<file path="src/rtl/mem_port_arbiter.sv">
// Two-requester arbiter sharing one single-port word memory between fetch and data.
// Tracks in-flight reads with a tag pipeline matching the memory read latency.
module mem_port_arbiter #(
  parameter int ADDR_W   = 15,
  parameter int DATA_W   = 16,
  parameter int LATENCY  = 1,
  parameter int MAX_WAIT = 3
) (
  input  logic              clk,
  input  logic              rst,
  input  logic              f_req,
  input  logic [ADDR_W-1:0] f_addr,
  input  logic              f_flush,
  output logic              f_gnt,
  output logic              f_rvalid,
  output logic [DATA_W-1:0] f_rdata,
  input  logic              d_req,
  input  logic              d_we,
  input  logic [ADDR_W-1:0] d_addr,
  input  logic [DATA_W-1:0] d_wdata,
  output logic              d_gnt,
  output logic              d_rvalid,
  output logic [DATA_W-1:0] d_rdata,
  output logic              m_en,
  output logic              m_we,
  output logic [ADDR_W-1:0] m_addr,
  output logic [DATA_W-1:0] m_wdata,
  input  logic [DATA_W-1:0] m_rdata,
  output logic              starve
);

  localparam logic [3:0] WAIT_MAX = 4'(MAX_WAIT);

  logic [3:0]         wait_cnt;
  logic               starve_now;
  logic [LATENCY-1:0] tag_vld_p;
  logic [LATENCY-1:0] tag_src_p;
  logic               last_vld;
  logic               last_src;

  function automatic logic [3:0] sat_inc(input logic [3:0] v);
    return (v == WAIT_MAX) ? v : v + 4'd1;
  endfunction

  assign starve_now = (wait_cnt == WAIT_MAX);
  assign starve     = ~rst & starve_now;

  // Request stage: same-cycle grant and memory drive
  always_comb begin
    f_gnt = 1'b0;
    d_gnt = 1'b0;
    if (!rst) begin
      if (f_req && (!d_req || starve_now))
        f_gnt = 1'b1;
      else if (d_req)
        d_gnt = 1'b1;
    end
  end

  always_comb begin
    m_en    = f_gnt | d_gnt;
    m_we    = d_gnt & d_we;
    m_addr  = '0;
    m_wdata = '0;
    if (d_gnt)
      m_addr = d_addr;
    else if (f_gnt)
      m_addr = f_addr;
    if (m_we)
      m_wdata = d_wdata;
  end

  always_ff @(posedge clk or posedge rst) begin
    if (rst)
      wait_cnt <= 4'd0;
    else if (f_req && !f_gnt)
      wait_cnt <= sat_inc(wait_cnt);
    else
      wait_cnt <= 4'd0;
  end

  // Tag stages p0..p(LATENCY-1); a flush kills older fetch tags, never the one entering p0
  always_ff @(posedge clk or posedge rst) begin
    if (rst) begin
      tag_vld_p <= '0;
      tag_src_p <= '0;
    end else begin
      tag_vld_p[0] <= m_en & ~m_we;
      tag_src_p[0] <= d_gnt;
      for (int i = 1; i < LATENCY; i++) begin
        tag_vld_p[i] <= tag_vld_p[i-1] & ~(f_flush & ~tag_src_p[i-1]);
        tag_src_p[i] <= tag_src_p[i-1];
      end
    end
  end

  // Response stage: last tag lines up with m_rdata
  assign last_vld = tag_vld_p[LATENCY-1];
  assign last_src = tag_src_p[LATENCY-1];

  always_comb begin
    d_rvalid = ~rst & last_vld & last_src;
    f_rvalid = ~rst & last_vld & ~last_src & ~f_flush;
    d_rdata  = d_rvalid ? m_rdata : '0;
    f_rdata  = f_rvalid ? m_rdata : '0;
  end

endmodule

</file>
<file path="config.mk">
export PLATFORM = sky130hd
export DESIGN_NAME = mem_port_arbiter
export DESIGN_NICKNAME = d
export VERILOG_FILES = /design/src/rtl/mem_port_arbiter.sv
export SDC_FILE = /design/constraint.sdc
export NUM_CORES = 1
export LEC_CHECK = 0
export CORE_AREA = 2 2 54 56
export DETAILED_ROUTE_END_ITERATION = 16
export DIE_AREA = 0 0 56 58
export DONT_BUFFER_PORTS = 1
export GPL_ROUTABILITY_DRIVEN = 1
export SYNTH_ARGS = -nofsm -noshare
export SYNTH_HDL_FRONTEND = slang
export SYNTH_SLANG_ARGS = --single-unit
</file>
<file path="constraint.sdc">
create_clock -name clk -period 1.5 [get_ports clk]
set_clock_uncertainty 0.15 [all_clocks]
set_input_delay 0 -clock clk [delete_from_list [all_inputs] [get_ports clk]]
set_output_delay 0 -clock clk [all_outputs]
set_load 0.01 [all_outputs]
</file>
==> Implementation_results.wiki, run 1 <==
{| class="wikitable"
! Metric !! Value
|-
| Status || complete, but fails checks
|-
| Violated checks || hold timing, setup timing
|-
| Share of the core filled with cells || 69.55%
|-
| Sequential-to-total area share from yosys stat || 18.24%
|-
| Transition time of the tightest slew-check pin || 0.5867 ns
|-
| Worst path arrival time || 1.77 ns
|-
| Floorplan core area || 2663 um2
|-
| Setup repair after global routing missed its margin || yes
|-
| Count of standard-cell rows || 19
|-
| Worst Hold Launch || m_rdata[14]
|-
| Depth of the CTS H-tree || 1
|-
| Synth top area cells || sky130_fd_sc_hd__and2_1, sky130_fd_sc_hd__dfrtp_1, sky130_fd_sc_hd__a22o_1
|-
| Reg2reg setup slack || -0.37 ns
|-
| Total number of yosys warnings || 0
|-
| Max Cap Viol || 0
|-
| Initial core utilization || 30.92%
|-
| Number of distinct standard cells referenced by the synthesized netlist || 23
|-
| Endpoint type of the worst setup path || output pin
|-
| Drt first-iter violations || 62
|-
| Residual overflow from global routing || 0
|-
| Headroom to the max-slew limit || 60.76%
|-
| Min Tclk post-route || 1.922 ns
|-
| Average cell area after synthesis || 8.071 um2
|-
| Post-DP HPWL || 2.244 mm
|-
| Sum of negative setup slack || -16.15 ns
|-
| Maximum vdd drop || 397.7 uV
|-
| DRC violations left || 0
|-
| Startpoint class of the critical path || register
|-
| Worst-case reg-to-reg path depth || 6
|-
| Die ar. || 3248 um2
|-
| Worst setup path endpoint || m_addr[4]
|-
| Post-synth top area share || 25.08%
|-
| Period Utilization, post-route || 128.1%
|-
| Number of pins with negative max-slew slack in the final report || 0
|-
| Total standard cell area after synthesis || 823.3 um2
|-
| CTS root buffer || sky130_fd_sc_hd__clkbuf_4
|-
| Cell chain of the critical path || ha_4 > or3b_4 > a21oi_4 > buf_12 > a22o_1
|-
| Synth Register Bits || 6
|-
| Required time of the critical path || 1.35 ns
|-
| Final hold violation count || 3
|-
| Final estimated routing congestion in global placement || 0.7205
|-
| Cell count after synthesis || 102
|-
| Antenna diode count || 0
|-
| Category of cells accounting for the largest share of critical-path delay || flip-flops
|-
| Die Wd || 56 um
|-
| Initial DRT Pass Iterations || 4
|-
| Wire length of the first global-routing pass || 4.519 mm
|-
| CP max-delay cell || sky130_fd_sc_hd__dfrtp_1
|-
| Number of nets in the finished design || 237
|-
| Antenna Nets Post-Route || 0
|-
| Via density || 5.706
|-
| Worst slack, placed || -0.1646 ns
|-
| Clock slew at the register clock pins of the worst setup and hold paths || 0.05 ns
|-
| Worst path max stage delay || 0.40 ns
|-
| Worst setup path class || reg -> out
|-
| Worst hold path type || in -> out
|-
| Bufs and invs on worst path || 1
|-
| Drt wl/cell || 20.42 um
|-
| Fraction of final layout cells sized beyond drive strength 1 || 51.81%
|-
| Via count of the first global-routing pass || 943
|-
| Worst Hold Margin || -0.0009063 ns
|-
| Insertion delay to the later sink of the worst-skew pair || 0.25 ns
|-
| Reported leakage power || 0.8270 nW
|-
| Cell Pwr Density || 397.4 nW/um2
|-
| Startpoint of the most critical register-to-register path || wait_cnt[0]$_DFFE_PP0P_
|-
| Total vias in the final route || 1124
|-
| Worst-path maximum fanout || 17
|-
| Cts bufs inserted || 3
|-
| Launch point of the worst path || wait_cnt[0]$_DFFE_PP0P_
|-
| Number of buffers on the longest clock path || 2
|-
| Total routed wirelength || 4.023 mm
|-
| Total Power Consumption || 0.7360 mW
|-
| Pin count of the biggest net entering global routing || 18
|-
| Instance count on the critical path || 5
|-
| Total global-route track usage || 17.96%
|-
| Cell taking the most area after synthesis || sky130_fd_sc_hd__and2_1
|-
| Capturing point of the worst reg2reg path || wait_cnt[1]$_DFFE_PP0P_
|-
| IO Count || 138
|-
| Number of I/O port buffers || 0
|-
| Number of clock sinks seen by CTS || 6
|-
| Final setup vio count || 57
|-
| Number of nets in the synthesized netlist || 171
|-
| CTS tree || built
|-
| Vert. Die Dim || 58 um
|-
| Highest clock rate || 520.4 MHz
|-
| Layout Area Growth over Synthesis || 124.9%
|-
| Fin worst setup slack || -0.4216 ns
|-
| Number of antenna violations at the first check in global routing || 0
|}
final cells by class:
class                   count  area, um2
flip-flops and latches      6      150.1
clock buffers               3      22.52
inverters                   1      6.256
well taps                  31      38.79
repair buffers             69      748.2
multi-input cells          87      885.9
fillers                   190      810.8
synthesized netlist by cell type:
library cell and number:
sky130_fd_sc_hd__mux2_2 1, sky130_fd_sc_hd__ha_1 1, sky130_fd_sc_hd__mux2i_1 1, sky130_fd_sc_hd__a21o_2 1, sky130_fd_sc_hd__or3b_4 1, sky130_fd_sc_hd__dfrtp_1 6
sky130_fd_sc_hd__buf_6 1, sky130_fd_sc_hd__nand2_1 1, sky130_fd_sc_hd__nor3b_2 1, sky130_fd_sc_hd__a22o_1 15, sky130_fd_sc_hd__clkbuf_1 7, sky130_fd_sc_hd__nand2b_1 2
sky130_fd_sc_hd__or2_1 1, sky130_fd_sc_hd__inv_1 1, sky130_fd_sc_hd__xnor2_1 2, sky130_fd_sc_hd__nor4b_2 1, sky130_fd_sc_hd__nor2_1 1, sky130_fd_sc_hd__and3_1 21
sky130_fd_sc_hd__o21bai_1 1, sky130_fd_sc_hd__nand3_1 1, sky130_fd_sc_hd__a21oi_2 1, sky130_fd_sc_hd__a21oi_4 1, sky130_fd_sc_hd__and2_1 33
cells in the final DEF (no fill, tap or decap), drive strengths merged, types with 2 or more instances in the layout:
cell type,n
and2,33
and3,21
buf,26
a21oi,2
clkbuf,6
xnor2,2
a22o,15
dlygate4sd3,39
dfrtp,6
nand2b,2
per-layer routing:
metal	up-vias	routed length (um)	global-route usage [%]	share of wire [%]
met5	-	0	0	0
met1	530	1333	17.33	33
met3	6	344	3.571	8.6
li1	496	-	-	-
met4	0	47	7.143	1.2
met2	92	2297	36.81	57
power breakdown:
group	total, mW	internal [mW]	switching (mW)
Clock	0.156	0.0910	0.0654
Sequential	0.180	0.171	0.00905
Combinational	0.400	0.243	0.156
state kept, by name, summed over array words and instances, names as in the netlist:
register / cells
last_vld: 1
wait_cnt: 4
last_src: 1
how the worst min path moves through the flow:
stage                               endpoint  slack [ns]  depth (start not counted)
after global routing              d_rdata[7]      0.0003                          1
final                            d_rdata[14]     -0.0009                          1
after floorplan           last_src$_DFF_PP0_       -0.35                          1
after detailed placement  last_vld$_DFF_PP0_       -0.32                          1
after CTS                 last_vld$_DFF_PP0_       -0.16                          2
after global placement    last_vld$_DFF_PP0_       -0.33                          1
per-stage QoR:
step,hold WS (ns),instance area (um2),instances
detailed placement,-0.3180,959.7,134
finish,-0.0009063,1852,197
CTS,-0.1622,1364,163
floorplan,-0.3539,889.6,102
global placement,-0.3285,959.7,134
global route,0.0002624,1852,197
timing repair:
item,4_1_cts,5_1_grt
endpoints found under the hold margin,44,28
hold buffers,17,23
gates cloned,1,5
pin swaps,6,29
setup endpoints to repair,41,74
gates resized for setup,25,35
setup buffers,8,6
cell families (layout without fill, tap and decap cells):
group           after synthesis  in the layout  share of synthesized area (%)
simple gates                 63             63                          49.54
compound gates               19             19                          20.97
buf+inv                       9             73                          5.015
flops                         6              6                          18.24
xor+xnor                      2              2                          2.128
mux                           2              2                          2.584
fa+ha+maj                     1              1                          1.520
worst reg2reg max path: cells and delay by family (launching register included):
kind                       cells  cell delay (ns)
buffers and inverters          2             0.27
AOI/OAI and AO/OA              1             0.21
adders and majority gates      1             0.17
DFF                            1             0.40
and+or+nand+nor                2             0.56
Note: power is estimated with default switching activity, not from simulation.
==> run 2: changes to the inputs <==
CELL_PAD_IN_SITES_DETAIL_PLACEMENT = 1   (was default)
CELL_PAD_IN_SITES_GLOBAL_PLACEMENT = 1   (was default)
PLACE_DENSITY_LB_ADDON = 0.1   (was default)
==> run 2 against run 1 <==
The run ends with setup timing left. Worst hold slack gained 0.0014 ns. Combinational power grew 19%. Cell area grew 7.2%. Register-to-register slack lost 0.09 ns. Power grew 15%. Cell count grew 5.1%. Count of clock-buffer cells in the layout is the same. Sequential power is essentially flat. Non-clock buffer count grew 10. Critical path type unchanged. Global-route usage grew 2.8 points.
==> Implementation_results.wiki, run 2 (synthesis results as in run 1) <==
{| class="wikitable"
! Metric !! Value
|-
| Drt wl/cell || 30.18 um (+48%)
|-
| Top reg by flops || wait_cnt
|-
| Total routed wirelength || 6.248 mm (+55%)
|-
| Worst hold path type || in -> out
|-
| Required time of the critical path || 1.35 ns (about the same)
|-
| Drt first-iter violations || 39 (-37%)
|-
| Depth of the CTS H-tree || 1 (unchanged)
|-
| Count of standard-cell rows || 19 (unchanged)
|-
| Cell chain of the critical path || ha_2 > or3b_4 > a21oi_4 > buf_12 > a22o_1
|-
| Max FFs per register || 4 (unchanged)
|-
| Cell Pwr Density || 428.1 nW/um2 (+7.7%)
|-
| Maximum vdd drop || 574.6 uV (+44%)
|-
| Die ar. || 3248 um2 (unchanged)
|-
| Via density || 6.014 (+5.4%)
|-
| CTS tree || built
|-
| Number of I/O port buffers || 0 (unchanged)
|-
| Die Wd || 56 um (unchanged)
|-
| Net Sw Power || 0.3081 mW (+33%)
|-
| Met2 track utilization from global routing || 44.03% (+7.2 points)
|-
| Most used cells in the layout excluding fill and tap cells || sky130_fd_sc_hd__dlygate4sd3_1, sky130_fd_sc_hd__and2_1, sky130_fd_sc_hd__buf_4
|-
| Wire length of the first global-routing pass || 5.292 mm (+17%)
|-
| Total vias in the final route || 1245 (+11%)
|-
| Floorplan core area || 2663 um2 (unchanged)
|-
| Non-Filler Cell Area, Final || 1984 um2 (+7.2%)
|-
| Final setup vio count || 63 (+11%)
|-
| Insertion delay to the later sink of the worst-skew pair || 0.28 ns (+0.03 ns)
|-
| Layout Area Growth over Synthesis || 141.0%
|-
| Initial core utilization || 30.92% (unchanged)
|-
| Headroom to the max-slew limit || 63.45% (+2.7 points)
|-
| Worst Hold Depth || 1 (unchanged)
|-
| Relative contribution of sequential cells to total power || 21.0% (-3.4 points)
|-
| Initial DRT Pass Iterations || 4 (unchanged)
|-
| Antenna Nets Post-Route || 0 (unchanged)
|-
| Fraction of final layout cells sized beyond drive strength 1 || 51.70% (-0.10 points)
|-
| Clk network pwr share || 22.7% (+1.5 points)
|-
| Violated checks || setup timing
|-
| Grt met3 use || 4.464% (+0.89 points)
|-
| Clock slew at the register clock pins of the worst setup and hold paths || 0.06 ns (about the same)
|-
| Number of antenna violations at the first check in global routing || 0 (unchanged)
|-
| Via count of the first global-routing pass || 1045 (+11%)
|-
| Status || complete, but fails checks
|-
| Commonest non-fill, non-tap cell in the layout || sky130_fd_sc_hd__dlygate4sd3_1
|-
| Switching share of total power || 36.27% (+4.9 points)
|-
| Highest clock rate || 481.5 MHz (-7.5%)
|-
| Capturing point of the worst reg2reg path || last_vld$_DFF_PP0_
|-
| IO Count || 138 (unchanged)
|-
| Cts bufs inserted || 3 (unchanged)
|-
| Total placed instance area || 982.2 um2 (+2.3%)
|-
| Number of pins with negative max-slew slack in the final report || 0 (unchanged)
|-
| Most utilized layer in the global route result || met2
|-
| Bufs and invs on worst path || 1 (unchanged)
|-
| Worst path arrival time || 1.93 ns (+0.16 ns)
|-
| Final estimated routing congestion in global placement || 0.7150 (-0.76%)
|-
| Portion of total power attributed to combinational logic || 56.3% (+2.0 points)
|-
| Number of buffers on the longest clock path || 2 (unchanged)
|-
| Routing usage on met1 || 19.92% (+2.6 points)
|-
| Period Utilization, post-route || 138.5% (+10 points)
|-
| Vert. Die Dim || 58 um (unchanged)
|-
| Transition time of the tightest slew-check pin || 0.5464 ns (-0.04027 ns)
|-
| Fin worst setup slack || -0.5769 ns (-0.1553 ns)
|-
| Worst Hold Launch || m_rdata[3]
|-
| Total global-route track usage || 20.77% (+2.8 points)
|-
| Min Tclk post-route || 2.077 ns (+0.1553 ns)
|-
| Worst setup path class || reg -> out
|-
| Category of cells accounting for the largest share of critical-path delay || compound AO/OA/AOI/OAI gates
|-
| Number of nets in the finished design || 247 (+4.2%)
|-
| Endpoint of the worst hold path || f_rdata[3]
|-
| Worst-path maximum fanout || 9 (-8)
|-
| Worst-case reg-to-reg path depth || 7 (+1)
|-
| Worst path max stage delay || 0.41 ns (about the same)
|-
| Reg2reg setup slack || -0.46 ns (-0.09 ns)
|-
| Number of clock sinks seen by CTS || 6 (unchanged)
|-
| Pin count of the biggest net entering global routing || 18 (unchanged)
|-
| Reported leakage power || 0.8976 nW (+8.5%)
|-
| Antenna diode count || 0 (unchanged)
|-
| Internal power || 0.5413 mW (+7.2%)
|-
| Endpoint type of the worst setup path || output pin
|-
| Startpoint of the most critical register-to-register path || wait_cnt[1]$_DFFE_PP0P_
|-
| CP max-delay cell || sky130_fd_sc_hd__or3b_4
|-
| DRC violations left || 0 (unchanged)
|-
| Residual overflow from global routing || 0 (unchanged)
|-
| CTS root buffer || sky130_fd_sc_hd__clkbuf_4
|-
| Post-DP HPWL || 2.118 mm (-5.6%)
|-
| Setup repair after global routing missed its margin || yes
|-
| Sum of negative setup slack || -22.92 ns (-6.774 ns)
|-
| Max Cap Viol || 0 (unchanged)
|-
| Startpoint class of the critical path || register
|-
| Final hold violation count || 0 (-3)
|}
-- run 2: through the flow --
| step | total power [mW] | utilization [%] | cells | hold WS, ns | worst slack, ns |
|---|---|---|---|---|---|
| 2_1_floorplan | 0.3214 | - | 102 | -0.3539 | -0.1557 |
| 3_3_place_gp | 0.3558 | 36.89 | 137 | -0.3208 | -0.1102 |
| 3_5_place_dp | 0.3597 | 36.89 | 137 | -0.3195 | -0.1612 |
| 4_1_cts | 0.6985 | 62.59 | 182 | 0.0001521 | -0.4151 |
| 5_1_grt | 0.8733 | 74.53 | 207 | 0.0007617 | -0.6171 |
| 6_report | 0.8494 | 74.53 | 207 | 0.0005048 | -0.5769 |
-- run 2: cell type report --
type / instances / area (um2)
fill: 245 / 678.2
timing repair buffer: 79 / 858.3
sequential: 6 / 150.1
multi-input combinational: 87 / 910.9
tap: 31 / 38.79
inverter: 1 / 3.754
clock buffer: 3 / 22.52
-- run 2: how the worst max path moves through the flow --
| stage | start | end | slack (ns) | depth (start not counted) |
|---|---|---|---|---|
| 2_1_floorplan | wait_cnt[0]$_DFFE_PP0P_ | last_vld$_DFF_PP0_ | -0.16 | 5 |
| 3_3_place_gp | wait_cnt[1]$_DFFE_PP0P_ | m_addr[6] | -0.11 | 6 |
| 3_5_place_dp | wait_cnt[1]$_DFFE_PP0P_ | m_wdata[14] | -0.16 | 6 |
| 4_1_cts | wait_cnt[0]$_DFFE_PP0P_ | m_wdata[10] | -0.42 | 6 |
| 5_1_grt | wait_cnt[1]$_DFFE_PP0P_ | m_addr[13] | -0.62 | 5 |
| 6_report | wait_cnt[1]$_DFFE_PP0P_ | m_addr[13] | -0.58 | 5 |
-- run 2: power groups by stage --
stage               Combinational [mW]  Sequential [mW]  Clock (mW)
floorplan                        0.143            0.178           0
global placement                 0.178            0.178           0
detailed placement               0.182            0.178           0
CTS                              0.363            0.175       0.160
global route                     0.493            0.179       0.201
finish                           0.478            0.179       0.193
-- run 2: repair_timing --
action                                  CTS  global route
endpoints found under the setup margin   42            75
setup buffers                             6             9
pin swaps                                19            19
hold buffers                             32            13
resized for setup                        35            26
hold endpoints to repair                 50             9
cloned                                    4             3
-- run 2: routing by layer --
| layer | vias to the layer above | routed length, um |
|---|---|---|
| met5 | - | 0 |
| met4 | 0 | 173 |
| li1 | 513 | - |
| met2 | 116 | 3381 |
| met1 | 600 | 2017 |
| met3 | 16 | 676 |
